===== config.mk =====
export PLATFORM = sky130hd
export DESIGN_NAME = tagged_arb_queue
export DESIGN_NICKNAME = d
export VERILOG_FILES = /design/src/rtl/tagged_arb_queue.sv
export SDC_FILE = /design/constraint.sdc
export NUM_CORES = 1
export LEC_CHECK = 0
export ABC_AREA = 1
export BUFFER_PORTS_ARGS = -buffer_cell sky130_fd_sc_hd__buf_2
export CORE_MARGIN = 5
export CORE_UTILIZATION = 40
export DETAILED_ROUTE_END_ITERATION = 8
export PLACE_DENSITY = 0.59
export SYNTH_ARGS = -nofsm -noshare
export SYNTH_HDL_FRONTEND = slang
export SYNTH_SLANG_ARGS = --single-unit
export TNS_END_PERCENT = 100

===== constraint.sdc =====
create_clock -name clk -period 1.94 [get_ports clk]
set_input_delay 0.291 -clock clk [delete_from_list [all_inputs] [get_ports clk]]
set_output_delay 0.291 -clock clk [all_outputs]
set_load 0.005 [all_outputs]

===== src/rtl/tagged_arb_queue.sv =====
// tagged_arb_queue: circular FIFO that buffers arbiter output together with
// the winning source index, and keeps a running per-source occupancy count
// so upstream credit logic can see how much each requester has queued.
module tagged_arb_queue #(
    parameter int ENTRIES = 4,
    parameter int WIDTH   = 8,
    parameter int N       = 4,
    localparam int TW     = (N > 1) ? $clog2(N) : 1,
    localparam int CW     = $clog2(ENTRIES) + 1
) (
    input  logic              clk,
    input  logic              reset,
    input  logic              enq_valid,
    output logic              enq_ready,
    input  logic [WIDTH-1:0]  enq_bits,
    input  logic [TW-1:0]     enq_tag,
    output logic              deq_valid,
    input  logic              deq_ready,
    output logic [WIDTH-1:0]  deq_bits,
    output logic [TW-1:0]     deq_tag,
    output logic [CW-1:0]     count,
    output logic [N*CW-1:0]   src_count
);

    localparam int PW = $clog2(ENTRIES);
    localparam int EW = TW + WIDTH;

    // Entry storage: {tag, payload}; intentionally not reset, since an empty
    // queue never presents its contents.
    logic [EW-1:0] mem_q [ENTRIES];

    logic [PW-1:0] enq_ptr_q, enq_ptr_d;
    logic [PW-1:0] deq_ptr_q, deq_ptr_d;
    logic [CW-1:0] count_q, count_d;

    logic full;
    logic empty;
    logic do_enq;
    logic do_deq;
    logic [EW-1:0] head;

    // Handshake status depends on the occupancy count only (no pipe or
    // flow-through paths).
    always_comb begin
        full      = (count_q == CW'(ENTRIES));
        empty     = (count_q == '0);
        enq_ready = !full;
        deq_valid = !empty;
        do_enq    = enq_valid && !full;
        do_deq    = deq_ready && !empty;
        head      = mem_q[deq_ptr_q];
        deq_bits  = head[WIDTH-1:0];
        deq_tag   = head[EW-1:WIDTH];
        count     = count_q;
    end

    // Next-state for pointers and total count; pointers wrap naturally
    // because ENTRIES is a power of two.
    always_comb begin
        enq_ptr_d = enq_ptr_q;
        deq_ptr_d = deq_ptr_q;
        count_d   = count_q;
        if (do_enq) begin
            enq_ptr_d = enq_ptr_q + PW'(1);
        end
        if (do_deq) begin
            deq_ptr_d = deq_ptr_q + PW'(1);
        end
        if (do_enq && !do_deq) begin
            count_d = count_q + CW'(1);
        end else if (do_deq && !do_enq) begin
            count_d = count_q - CW'(1);
        end
    end

    // Pointer and count registers with synchronous reset.
    always_ff @(posedge clk) begin
        if (reset) begin
            enq_ptr_q <= '0;
            deq_ptr_q <= '0;
            count_q   <= '0;
        end else begin
            enq_ptr_q <= enq_ptr_d;
            deq_ptr_q <= deq_ptr_d;
            count_q   <= count_d;
        end
    end

    // Storage write on an accepted enqueue.
    always_ff @(posedge clk) begin
        if (do_enq) begin
            mem_q[enq_ptr_q] <= {enq_tag, enq_bits};
        end
    end

    // One occupancy counter per source; a same-cycle enq and deq of the
    // same source cancel out.
    generate
        for (genvar gi = 0; gi < N; gi++) begin : g_src
            logic [CW-1:0] cnt_q, cnt_d;
            logic          inc;
            logic          dec;

            // Per-source increment/decrement decision.
            always_comb begin
                inc   = do_enq && (enq_tag == TW'(gi));
                dec   = do_deq && (deq_tag == TW'(gi));
                cnt_d = cnt_q;
                if (inc && !dec) begin
                    cnt_d = cnt_q + CW'(1);
                end else if (dec && !inc) begin
                    cnt_d = cnt_q - CW'(1);
                end
            end

            // Per-source count register.
            always_ff @(posedge clk) begin
                if (reset) begin
                    cnt_q <= '0;
                end else begin
                    cnt_q <= cnt_d;
                end
            end

            assign src_count[gi*CW +: CW] = cnt_q;
        end
    endgenerate

endmodule


==> results.sh <==
export IMPL_remaining_drc_errors=0
export IMPL_crit_fanout=5
export IMPL_finalPower_mw=4.40
export IMPL_clock_skew_ns=0.00699
export IMPL_power_switching_mw=1.61
export IMPL_cts_max_level=3
export IMPL_clk_pin_slew_ns=0.08
export IMPL_grt_pass1_wl_um=8860
export IMPL_hpwl_um=3710
export IMPL_seq_area_frac_synth_pct=58.1
export IMPL_status="completed"
export IMPL_cpPeakStageDelay_ns=0.43
export IMPL_worstPathRequired_ns=2.17
export IMPL_comb_power_share_pct=37.1
export IMPL_dr_pass1_iters=4
export IMPL_drtAntennaViolNets=0
export IMPL_synth_top_area_share_pct=43.1
export IMPL_cts_buffers_inserted=9
export IMPL_fp_dieArea_um2=8740
export IMPL_hold_depth=1
export IMPL_drtIter0Drc=76
export IMPL_cp_end_kind="flop"
export IMPL_grt_ovfl_total=0
export IMPL_rsz0062_at_grt="true"
export IMPL_worstHoldStart="enq_bits[7]"
export IMPL_routabilityCongestion=0.754
export IMPL_hold_end="mem_q[3][7]$_DFFE_PP_"
export IMPL_clock_latency_ns=0.33
export IMPL_maxCapViolations=0
export IMPL_cts_tree="done"
export IMPL_seq_power_share_pct=40.5
export IMPL_clock_sinks=61
export IMPL_syn_to_final_growth_pct=22.6
export IMPL_p_leak_nw=1.44
export IMPL_maxSlewViolCount=0
export IMPL_vias=2005
export IMPL_swShare_pct=36.5
export IMPL_drive_gt1_share_pct=35.2
export IMPL_drt_total_wl_um=5290
export IMPL_fin_util_pct=50.3
export IMPL_slowest_stage="fa_2"
export IMPL_r2r_cells=11
export IMPL_wl_per_cell_um=12.2
export IMPL_fin_hold_ws_ns=0.168
export IMPL_clockBufferDepth=2
export IMPL_power_density_nw_per_um2=1290
export IMPL_final_period_utilization_pct=94.3
export IMPL_clkPwrFrac_pct=22.4
export IMPL_start_util_pct=41.0
export IMPL_synth_yosys_warnings=0
export IMPL_grt_pass1_vias=1923
export IMPL_cts_root_buf="clkbuf_8"
export IMPL_synth_area_leaders="edfxtp_1 43%, dfxtp_1 15%, nor2_1 5.8%"
export IMPL_hold_viol=0
export IMPL_synthCells=272
export IMPL_cpMostUsedCell="inv_2"
export IMPL_viasPerCell=4.62
export IMPL_track_usage_pct=13.3
export IMPL_core_area_um2=6790
export IMPL_critical_path_class="reg -> reg"
export IMPL_fmax_ghz=0.547
export IMPL_fp_dieH_um=93.5
export IMPL_rrSetupSlack_ns=0.11
export IMPL_rows=30
export IMPL_nNetsFinal=361
export IMPL_worst_pin_slew_ns=0.285
export IMPL_hold_path_class="in -> reg"
export IMPL_io_buffers=40
export IMPL_setup_viol=0
export IMPL_netlist_area_um2=2790
export IMPL_reg2reg_to="g_src[2].cnt_q[1]$_SDFFE_PP0P_"
export IMPL_irDropWorstVdd_mv=0.866
export IMPL_n_antenna_cell=0
export IMPL_p_int_mw=2.79
export IMPL_cp_arrival_ns=2.06
export IMPL_start_kind="flop"
export IMPL_antenna_found_initial=0
export IMPL_crit_chain="inv_2 > nand2_1 > nand3_1 > nand2_4 > inv_2 > nand3_2 > ha_1 > inv_1 > fa_2 > o21ai_1 > nor2_1"
export IMPL_synth_top_cell_by_area="edfxtp_1"
export IMPL_syn_nets=300
export IMPL_die_w_um=93.5
export IMPL_synth_distinct_cells=26
export IMPL_avgSynthCellArea_um2=10.3
export IMPL_hold_buffers=0
export IMPL_slew_headroom_pct=81.0
export IMPL_pin_count=41
export IMPL_grt_max_degree=17
export IMPL_synth_seq_cells=61
export IMPL_finalCriticalPeriod_ns=1.83
export IMPL_fill_cells=640
==> area by class of cell <==
class | instances | area (µm²) | share of cell area (%)
clock inverters | 7 | 51.3 | 1.50
inverters | 41 | 156 | 4.58
clock buffers | 9 | 124 | 3.62
well taps | 96 | 120 | 3.51
flip-flops and latches | 61 | 1630 | 47.7
multi-input cells | 164 | 1020 | 29.7
repair buffers | 56 | 320 | 9.37
==> worst max path at each step <==
| stage | from | to | slack (ns) | depth (start not counted) |
|---|---|---|---|---|
| 5_1_grt | flop | g_src[1].cnt_q[2]$_SDFFE_PP0P_ | -0.03 | 15 |
| 3_3_place_gp | flop | g_src[3].cnt_q[1]$_SDFFE_PP0P_ | 0.1 | 11 |
| 4_1_cts | flop | g_src[3].cnt_q[2]$_SDFFE_PP0P_ | 0.02 | 14 |
| 2_1_floorplan | count[0]$_SDFFE_PP0P_ | g_src[0].cnt_q[2]$_SDFFE_PP0P_ | 0.11 | 13 |
| 3_5_place_dp | flop | g_src[1].cnt_q[1]$_SDFFE_PP0P_ | 0.06 | 11 |
| 6_report | flop | g_src[2].cnt_q[1]$_SDFFE_PP0P_ | 0.11 | 11 |
==> cell usage in the layout, fill, tap and decap left out, types with 2 or more instances in the layout <==
| cell | instances |
|---|---|
| nor2_1 | 43 |
| buf_2 | 40 |
| edfxtp_1 | 40 |
| nand2_1 | 31 |
| inv_1 | 27 |
| dfxtp_1 | 16 |
| buf_4 | 16 |
| o21ai_0 | 14 |
| inv_2 | 13 |
| nand3_1 | 9 |
| o21ai_1 | 9 |
| clkbuf_8 | 9 |
| o22ai_1 | 8 |
| nand2_4 | 6 |
| ha_1 | 6 |
| nand2_2 | 5 |
| a21oi_1 | 5 |
| nand4_1 | 5 |
| nor3_2 | 4 |
| nand3_2 | 4 |
| fa_2 | 4 |
| dfxtp_2 | 4 |
| xor2_1 | 3 |
| ha_2 | 3 |
| clkinv_4 | 3 |
| nor2_4 | 2 |
==> routing by layer <==
| metal | vias up | global-route usage, % | share of wire (%) | wire length (µm) |
|---|---|---|---|---|
| met5 | - | 0 | 0 | 0 |
| li1 | 1023 | - | - | - |
| met1 | 931 | 16.9 | 46 | 2430 |
| met3 | 7 | 4.26 | 5.0 | 266 |
| met4 | 0 | 6.23 | 1.5 | 79 |
| met2 | 44 | 20.4 | 47 | 2510 |
==> critical path: cells and delay by family, from the launching register on <==
family | cells | cell delay, ns
adders and majority gates | 2 | 0.62
DFF | 1 | 0.36
and+or+nand+nor | 5 | 0.35
buffers and inverters | 3 | 0.25
AOI/OAI and AO/OA | 1 | 0.13
==> power by group through the flow <==
| stage | registers [mW] | logic [mW] | clock network, mW |
|---|---|---|---|
| 4_1_cts | 1.77 | 1.56 | 1.02 |
| 6_report | 1.78 | 1.63 | 0.988 |
| 2_1_floorplan | 1.80 | 1.02 | 0 |
| 3_3_place_gp | 1.79 | 1.51 | 0 |
| 3_5_place_dp | 1.80 | 1.54 | 0 |
| 5_1_grt | 1.81 | 1.87 | 1.08 |
==> stage by stage <==
stage,setup TNS (ns),instances,setup slack [ns],cell area [µm²]
2_1_floorplan,0,272,0.109,2790
3_3_place_gp,0,413,0.0992,3150
3_5_place_dp,0,413,0.0554,3150
4_1_cts,0,429,0.0191,3320
5_1_grt,-0.0695,434,-0.0272,3420
6_report,0,434,0.110,3420
==> what timing repair did <==
| action | 4_1_cts | 5_1_grt |
|---|---|---|
| gates resized for setup | 0 | 24 |
| buffers inserted | 0 | 5 |
| setup endpoints to repair | 0 | 8 |
==> cell usage after synthesis <==
master and number:
o21ai_1 9, nor2_2 1, buf_6 2, nand3b_1 1, nand2_2 3, o22ai_1 8, xor2_1 3, nand3_2 4
nor2_1 43, nand3_1 9, fa_1 5, inv_2 10, nand2_1 34, buf_2 3, ha_1 9, inv_4 1
o21ai_0 14, edfxtp_1 40, dfxtp_1 21, buf_4 1, nor3_1 4, a21oi_1 5, inv_1 30, nand4_1 5
nor2_4 2, nand2_4 5
==> sequential cells by signal (all words and copies together) (netlist names), named ones only <==
register / count
deq_ptr_q: 2
enq_ptr_q: 2
mem_q: 40
count: 3
g_src.cnt_q: 12
==> cells by family (layout without fill, tap and decap cells) <==
family / after synthesis / in the layout / share of synthesized area [%]
buffers and inverters: 47 / 113 / 7.22
and+or+nand+nor: 111 / 111 / 19.2
adders and majority gates: 14 / 14 / 7.63
AOI/OAI and AO/OA: 36 / 36 / 6.82
xor gates and xnor gates: 3 / 3 / 0.942
DFF: 61 / 61 / 58.1
(Power assumes the default switching activity.)
